File: config.mk
export PLATFORM = sky130hd
export DESIGN_NAME = muldiv_unit
export DESIGN_NICKNAME = d
export VERILOG_FILES = /design/src/rtl/muldiv_pkg.sv /design/src/rtl/muldiv_core.sv /design/src/rtl/muldiv_unit.sv
export SDC_FILE = /design/constraint.sdc
export NUM_CORES = 1
export LEC_CHECK = 0
export CAP_MARGIN = 20
export CORE_UTILIZATION = 40
export DETAILED_ROUTE_END_ITERATION = 6
export PLACE_DENSITY_LB_ADDON = 0.05
export SETUP_SLACK_MARGIN = 0.2
export SYNTH_ARGS = -nofsm -noshare
export SYNTH_HDL_FRONTEND = slang
export SYNTH_SLANG_ARGS = --single-unit
export TNS_END_PERCENT = 30
File: constraint.sdc
create_clock -name clk -period 5 [get_ports clk]
set_input_delay 1 -clock clk [delete_from_list [all_inputs] [get_ports clk]]
set_output_delay 1 -clock clk [all_outputs]
set_load 0.01 [all_outputs]
File: src/rtl/muldiv_pkg.sv
// Shared definitions for the HI/LO multiply/divide unit.
package muldiv_pkg;

    localparam logic [2:0] MD_NOP   = 3'd0;
    localparam logic [2:0] MD_MULT  = 3'd1;
    localparam logic [2:0] MD_MULTU = 3'd2;
    localparam logic [2:0] MD_DIV   = 3'd3;
    localparam logic [2:0] MD_DIVU  = 3'd4;
    localparam logic [2:0] MD_MTHI  = 3'd5;
    localparam logic [2:0] MD_MTLO  = 3'd6;

    localparam int ITER_COUNT = 32;

    typedef enum logic [1:0] {
        IDLE,
        PREP,
        ITER,
        FIX
    } md_state_t;

    function automatic logic [31:0] neg_if(input logic n, input logic [31:0] v);
        return n ? -v : v;
    endfunction

endpackage

File: src/rtl/muldiv_core.sv
// One iteration of shift-add multiply or restoring divide on {upper,lower}.
module muldiv_core #(
    parameter int WIDTH = 32
) (
    input  logic               is_div,
    input  logic [2*WIDTH-1:0] acc,
    input  logic [WIDTH-1:0]   operand,
    output logic [2*WIDTH-1:0] acc_next
);

    logic [2*WIDTH-1:0] sh;
    logic [WIDTH:0]     sum;
    logic [WIDTH:0]     diff;

    always_comb begin
        sh   = {acc[2*WIDTH-2:0], 1'b0};
        sum  = {1'b0, acc[2*WIDTH-1:WIDTH]} + {1'b0, operand};
        // the bit shifted out of the remainder is the 33rd bit of the trial
        diff = {acc[2*WIDTH-1], sh[2*WIDTH-1:WIDTH]} - {1'b0, operand};
        acc_next = acc;
        if (is_div) begin
            if (!diff[WIDTH])
                acc_next = {diff[WIDTH-1:0], sh[WIDTH-1:1], 1'b1};
            else
                acc_next = sh;
        end else if (acc[0]) begin
            acc_next = {sum, acc[WIDTH-1:1]};
        end else begin
            acc_next = {1'b0, acc[2*WIDTH-1:1]};
        end
    end

endmodule

File: src/rtl/muldiv_unit.sv
// Multi-cycle HI/LO multiply/divide unit: FSM, sign handling, HI/LO regs.
module muldiv_unit
    import muldiv_pkg::*;
#(
    parameter int               WIDTH       = 32,
    parameter logic [WIDTH-1:0] ZERO_DIV_LO = 32'hFFFFFFFF
) (
    input  logic             clk,
    input  logic             reset,
    input  logic             op_valid,
    input  logic [2:0]       op_code,
    input  logic [WIDTH-1:0] op_a,
    input  logic [WIDTH-1:0] op_b,
    output logic             busy,
    output logic             done,
    output logic [WIDTH-1:0] hi,
    output logic [WIDTH-1:0] lo
);

    md_state_t          state;
    logic [2:0]         op_q;
    logic [WIDTH-1:0]   a_q;
    logic [WIDTH-1:0]   b_q;
    logic [WIDTH-1:0]   mag;
    logic [2*WIDTH-1:0] acc;
    logic [2*WIDTH-1:0] acc_next;
    logic [2*WIDTH-1:0] prod;
    logic [5:0]         cnt;
    logic               neg_q;
    logic               neg_r;
    logic               is_div;
    logic               is_signed;
    logic [WIDTH-1:0]   a_abs;
    logic [WIDTH-1:0]   b_abs;

    assign busy      = (state != IDLE);
    assign is_div    = (op_q == MD_DIV) || (op_q == MD_DIVU);
    assign is_signed = (op_q == MD_MULT) || (op_q == MD_DIV);
    assign a_abs     = neg_if(is_signed && a_q[WIDTH-1], a_q);
    assign b_abs     = neg_if(is_signed && b_q[WIDTH-1], b_q);
    assign prod      = neg_q ? -acc : acc;

    muldiv_core #(.WIDTH(WIDTH)) u_core (
        .is_div   (is_div),
        .acc      (acc),
        .operand  (mag),
        .acc_next (acc_next)
    );

    always_ff @(posedge clk) begin
        if (reset) begin
            state <= IDLE;
            op_q  <= MD_NOP;
            a_q   <= '0;
            b_q   <= '0;
            mag   <= '0;
            acc   <= '0;
            cnt   <= '0;
            neg_q <= 1'b0;
            neg_r <= 1'b0;
            hi    <= '0;
            lo    <= '0;
            done  <= 1'b0;
        end else begin
            done <= 1'b0;
            case (state)
                IDLE: begin
                    if (op_valid) begin
                        if (op_code == MD_MTHI) begin
                            hi <= op_a;
                        end else if (op_code == MD_MTLO) begin
                            lo <= op_a;
                        end else if (op_code inside {MD_MULT, MD_MULTU,
                                                     MD_DIV, MD_DIVU}) begin
                            op_q  <= op_code;
                            a_q   <= op_a;
                            b_q   <= op_b;
                            state <= PREP;
                        end
                    end
                end
                PREP: begin
                    neg_q <= is_signed && (a_q[WIDTH-1] ^ b_q[WIDTH-1]);
                    neg_r <= is_signed && a_q[WIDTH-1];
                    mag   <= is_div ? b_abs : a_abs;
                    acc   <= {{WIDTH{1'b0}}, is_div ? a_abs : b_abs};
                    cnt   <= '0;
                    state <= ITER;
                end
                ITER: begin
                    acc <= acc_next;
                    if (cnt == 6'(ITER_COUNT - 1))
                        state <= FIX;
                    else
                        cnt <= cnt + 6'd1;
                end
                FIX: begin
                    if (is_div && b_q == '0) begin
                        lo <= ZERO_DIV_LO;
                        hi <= a_q;
                    end else if (is_div) begin
                        lo <= neg_if(neg_q, acc[WIDTH-1:0]);
                        hi <= neg_if(neg_r, acc[2*WIDTH-1:WIDTH]);
                    end else begin
                        lo <= prod[WIDTH-1:0];
                        hi <= prod[2*WIDTH-1:WIDTH];
                    end
                    done  <= 1'b1;
                    state <= IDLE;
                end
                default: state <= IDLE;
            endcase
        end
    end

endmodule

# == After elaboration in Yosys (flattened, before gate mapping) ==
# Cells that the tools add are included.
# classes
n_addsub,8
eq_ne,21
n_mux,31
bitwise,3
reduce_logical,17
# op_table
operator,count
$mux W32,15
$mux W64,4
$neg A32 Y32,4
$pmux W32 S2,2
$pmux W64 S2,1
$neg A64 Y64,1
$add A32 B32 Y33,1
$sub A33 B32 Y33,1
$logic_not A32 Y1,1
$ne A2 B2 Y1 const B,8
$eq A3 B3 Y1 const B,4
$pmux W6 S2,1
$mux W2,5
$reduce_and A5 Y1,2
$eq A3 B2 Y1 const B,3
$pmux W2 S4,1
$add A6 B1 Y6 const B,1
$eq A3 B1 Y1 const B,2
$eq A6 B5 Y1 const B,1
$mux W6,1
$reduce_bool A2 Y1,3
$eq A2 B2 Y1 const B,2
$logic_and A1 B1 Y1,4
$reduce_and A4 Y1,1
9 further kinds,11
# totals
ff_bits,238
inputBits,70
out_inout_bits,66
word_cells,92

# == Longest topological paths before layout ==
# logic_depth
depth_word,7
depth_mapped,14
depth_no_buf,12

# == Hierarchy ==
# Synthesis repeated with hierarchy kept, for this count alone.
# hier_totals
hier_cells,2436
area_unflattened_um2,18002.3
# by_module_without_submodules
module,n_inst,cells_per_inst,area_each_um2,seq_area_each_um2
muldiv_unit,1,1755,13172.6,4764.6
muldiv_core,1,681,4829.6,0.0

# == Least setup slack after synthesis ==
# Ideal clock, no wire load.
# synth_path
path_type,flip-flop to flip-flop
from,register acc[31]
to,register acc[44]
setup_ps,114
arrival_ps,3231
required_time_ps,4886
setup_slack_ps,1655
stages_incl_launch_ff,15
n_path_buf,2
period_less_slack_ps,3345
cell_sequence,dfxtp_1 clkbuf_1 inv_1 ha_1 fa_1 nand2b_1 a21oi_1 o21ai_0 a21o_1 nand3_1 xor2_1 buf_2 mux2i_1 a21oi_1 a21o_1
# synth_between
elab_chain_len,4
# synth_lines
item,line_no,text
"start, declared",muldiv_unit.sv:25,logic [2*WIDTH-1:0] acc;
"start signal, assigned",muldiv_unit.sv:86,"acc <= {{WIDTH{1'b0}}, is_div ? a_abs : b_abs};"
"start signal, assigned",muldiv_unit.sv:91,acc <= acc_next;
$sub A33 B32 Y33,muldiv_core.sv:19,"diff = {acc[2*WIDTH-1], sh[2*WIDTH-1:WIDTH]} - {1'b0, operand};"
$mux W64,muldiv_core.sv:22,if (!diff[WIDTH])
$mux W64,muldiv_core.sv:21,if (is_div) begin
$pmux W64 S2,muldiv_unit.sv:66,case (state)
# No other way between the ends.
# A chain may end at the register's enable or synchronous reset.

# == Worst setup path after layout ==
# layout_path
from,register acc[36]
to,register acc[60]
# layout_between
elab_chain_len,4
word_cells_on_any_way,6
cone_classes,add/sub: 2; mux: 4
# layout_lines
item,line_no
$sub A33 B32 Y33 or $add A32 B32 Y33 (tied branches),"muldiv_core.sv:19, muldiv_core.sv:17"
$mux W64 (on tied branches),"muldiv_core.sv:22, muldiv_core.sv:26"
$mux W64 (*),muldiv_core.sv:21
$pmux W64 S2 (*),muldiv_unit.sv:66
# Mark *: on every way between the ends. The rest lies on a longest branch, timed or not.

==> impl_results.rst <==
.. list-table::
   :header-rows: 1

   * - Metric
     - Value
   * - GP Congestion
     - 0.947
   * - Max-slew violations
     - 0
   * - Largest buffer count on any clock path
     - 3
   * - Clock period minus worst slack
     - 4.14 ns
   * - LEAKAGE
     - 7.80 nW
   * - Share of synthesized area spent on multiplexers
     - 5.99%
   * - IO buf count
     - 135
   * - Synth warnings
     - 0
   * - Number of setup violations in the final report
     - 0
   * - Count leader, synth
     - sky130_fd_sc_hd__nand2_1
   * - Initial Utilization
     - 40.6%
   * - Hold-fix buffers, CTS
     - 0
   * - Ports placed on the boundary
     - 136
   * - M2 GR Usage
     - 49.1%
   * - 1st-iter DRT viols
     - 1,726
   * - Die span in x
     - 211 um
   * - Post-Synthesis Cells
     - 2,353
   * - Max cap viols
     - 0
   * - Remaining DRCs
     - 0
   * - Cell Pwr Density
     - 420 nW/um^2
   * - Final period util
     - 82.8%
   * - Seq/Total Area, Yosys
     - 27.2%
   * - Initial antenna violation count
     - 0
   * - Worst slew margin relative to its limit
     - 20.9%
   * - First-pass GRT wire length
     - 107,000 um
   * - Number of nets with antenna violations after routing
     - 0
   * - Total Negative Setup Slacks
     - 0 ns
   * - Highest-utilization routing layer at the global route stage
     - met2
   * - Largest voltage drop on the vdd net
     - 0.438 mV
   * - Overall track demand over capacity in global routing
     - 31.8%
   * - Die Area
     - 44,600 sq um
   * - Setup repair after global routing missed its margin
     - no
   * - Clock buffer count from CTS
     - 30
   * - Fraction of registers with async set/reset
     - 0%
   * - Antenna Diode Count
     - 0
   * - Die height
     - 211 um
   * - Worst Setup End Kind
     - flop
   * - Largest area contributor in the netlist
     - sky130_fd_sc_hd__dfxtp_1
   * - Standard cell core area
     - 43,100 sq um
   * - Post-route cell area
     - 20,300 sq um
   * - Required time at the worst-slack endpoint
     - 5.48 ns
   * - Routed WL per cell
     - 24.1 um
   * - Arrival time of the worst setup path
     - 4.62 ns
   * - Clock Skews
     - 0.0206 ns
   * - EDFF count, synth
     - 0
   * - Simple logic cell fraction of the synthesized area
     - 22.0%
   * - Maximum clock frequency
     - 242 MHz
   * - Fill count
     - 4,376
   * - Total via count after detailed routing
     - 18,100
   * - Post-synthesis area per instance
     - 7.43 sq um
   * - Leading post-synthesis cells by instance count
     - sky130_fd_sc_hd__nand2_1 (376), sky130_fd_sc_hd__a21oi_1 (241), sky130_fd_sc_hd__dfxtp_1 (238)
   * - Main flop type after synthesis
     - sky130_fd_sc_hd__dfxtp_1
   * - Post-layout nets
     - 2,530
   * - Syn_nets
     - 2,498
   * - CTS tree
     - built
   * - Area post-placement
     - 19,300 sq um
   * - Clock Tree Root
     - sky130_fd_sc_hd__clkbuf_16
   * - Fin. Hold Viols
     - 0
   * - Sink Count
     - 238
   * - Maximum fanout count along the critical path
     - 34
   * - Post-synthesis cell area
     - 17,500 sq um
   * - Layout overhead on the synthesized area
     - 15.8%
   * - Cell types with the largest area share after synthesis
     - sky130_fd_sc_hd__dfxtp_1 (27%), sky130_fd_sc_hd__nand2_1 (8.1%), sky130_fd_sc_hd__a21oi_1 (6.9%)
   * - H-tree lvl count
     - 1
   * - Main combinational cell family by area after synthesis
     - compound AO/OA/AOI/OAI gates
   * - Fraction of synthesized cell area in xor and xnor cells
     - 8.26%
   * - Tightest Hold Check Type
     - flop to flop
   * - Yosys reg bits
     - 238
   * - Total setup buffers inserted after CTS
     - 0
   * - Status
     - complete, no violations
   * - Number of global-route vias before repair
     - 16,800
   * - Clock-pin slew on the worst setup and hold paths
     - 0.06 ns
   * - GR Overflow Total
     - 0
   * - Area share of fa/ha/maj cells after synthesis
     - 5.45%
   * - Worst Tran Pin Value
     - 1.18 ns
   * - Vias per inst
     - 6.04
   * - Worst setup path class
     - flop to flop
   * - Post-synth cell types
     - 78
   * - Complex-gate fraction of the synthesized area
     - 25.7%
   * - Global routing usage on met1
     - 44.4%
   * - Largest net degree at the start of global routing
     - 102
   * - Detailed placer's ending HPWL
     - 54,900 um
   * - Count of instances resized after the clock tree is built
     - 0
   * - Critical Path Source Type
     - flop
   * - Share of Yosys cell area claimed by the top area cell type
     - 27.2%
   * - Total Wirelength
     - 72,200 um
   * - TritonRoute pass-1 iters
     - 6
   * - Clock latency on the worst-skew pair
     - 0.60 ns
   * - Cell Rows
     - 76
   * - Met3 track demand over resource
     - 4.34%
   * - Layout cell share with drive strength beyond 1
     - 6.40%
## placed cells by master, fill, tap and decap left out, types with 38 or more instances in the layout
master / synthesis / routed
sky130_fd_sc_hd__nand3_1: 41 / 40
sky130_fd_sc_hd__o221ai_1: 58 / 58
sky130_fd_sc_hd__inv_1: 72 / 72
sky130_fd_sc_hd__nor3_1: 38 / 38
sky130_fd_sc_hd__xor2_1: 71 / 70
sky130_fd_sc_hd__mux2i_1: 62 / 62
sky130_fd_sc_hd__nand2_1: 376 / 376
sky130_fd_sc_hd__dfxtp_1: 238 / 237
sky130_fd_sc_hd__xnor2_1: 94 / 93
sky130_fd_sc_hd__nor2_1: 224 / 222
sky130_fd_sc_hd__ha_1: 73 / 70
sky130_fd_sc_hd__a21o_1: 43 / 43
sky130_fd_sc_hd__a21oi_1: 241 / 241
sky130_fd_sc_hd__o21ai_0: 124 / 123
sky130_fd_sc_hd__clkdlybuf4s50_1: 0 / 134
## layer usage
| metal | vias up | share of wire (%) |
|---|---|---|
| met2 | 773 | 43 |
| met1 | 8653 | 44 |
| met3 | 137 | 7.8 |
| met5 | - | 0 |
| li1 | 8504 | - |
| met4 | 0 | 4.3 |
## cell families (layout without fill, tap and decap cells)
| family | Yosys count | in the layout |
|---|---|---|
| AND/OR/NAND/NOR | 851 | 851 |
| adder cells (fa/ha/maj) | 75 | 75 |
| XOR/XNOR | 165 | 165 |
| AO/OA/AOI/OAI | 692 | 692 |
| flip-flops | 238 | 238 |
| multiplexers | 85 | 85 |
| buffers and inverters | 247 | 302 |
## metrics by stage
step	setup WS, ns	util, %	hold slack [ns]	power (mW)	std cells
2_1_floorplan	1.66	-	0.444	5.00	2353
3_3_place_gp	0.973	44.8	0.440	6.26	2938
3_5_place_dp	0.870	44.8	0.445	6.29	2938
4_1_cts	0.886	47.0	0.452	8.50	2993
5_1_grt	0.530	47.0	0.473	8.97	2993
6_report	0.862	47.0	0.450	8.52	2993
## area by class of cell
cell class              instances  area (sq um)  share of cell area (%)
repair buffers                173          1650                    8.15
flip-flops and latches        238          4770                    23.5
clock inverters                11           130                   0.642
inverters                      74           278                    1.37
well taps                     585           732                    3.61
multi-input cells            1868         11900                    58.5
clock buffers                  44           853                    4.21
## critical path: stages (launching register included)
cell                       delay, ns
sky130_fd_sc_hd__dfxtp_1        0.62
sky130_fd_sc_hd__ha_1           0.38
sky130_fd_sc_hd__a21oi_1        0.20
sky130_fd_sc_hd__nand3_1        0.12
sky130_fd_sc_hd__o21ai_0        0.64
sky130_fd_sc_hd__a21o_1         0.22
sky130_fd_sc_hd__nand3_1        0.28
sky130_fd_sc_hd__xnor2_4        0.92
sky130_fd_sc_hd__a21oi_1        0.15
sky130_fd_sc_hd__a21boi_0       0.16
sky130_fd_sc_hd__o41ai_1        0.33
## path summary, 6_finish.rpt
check             startpoint      end  slack, ns  cells past startpoint
setup / recovery     acc[36]  acc[60]       0.86                     10
setup reg to reg     acc[36]  acc[60]       0.86                     10
hold reg to reg        lo[9]    lo[9]       0.45                      2
hold / removal         lo[9]    lo[9]       0.45                      2
## power breakdown
part           leakage (nW)  internal [mW]  switching (mW)
Clock                 0.468           1.28           0.930
Combinational          5.40           1.39            2.43
Sequential             1.93           2.10           0.382
## state kept, by name, indices dropped and copies added (netlist names), 3 cells and up
name / count
mag: 32
op_q: 3
hi: 32
b_q: 32
cnt: 6
a_q: 32
lo: 32
acc: 64
Note: power is estimated with default switching activity, not from simulation.
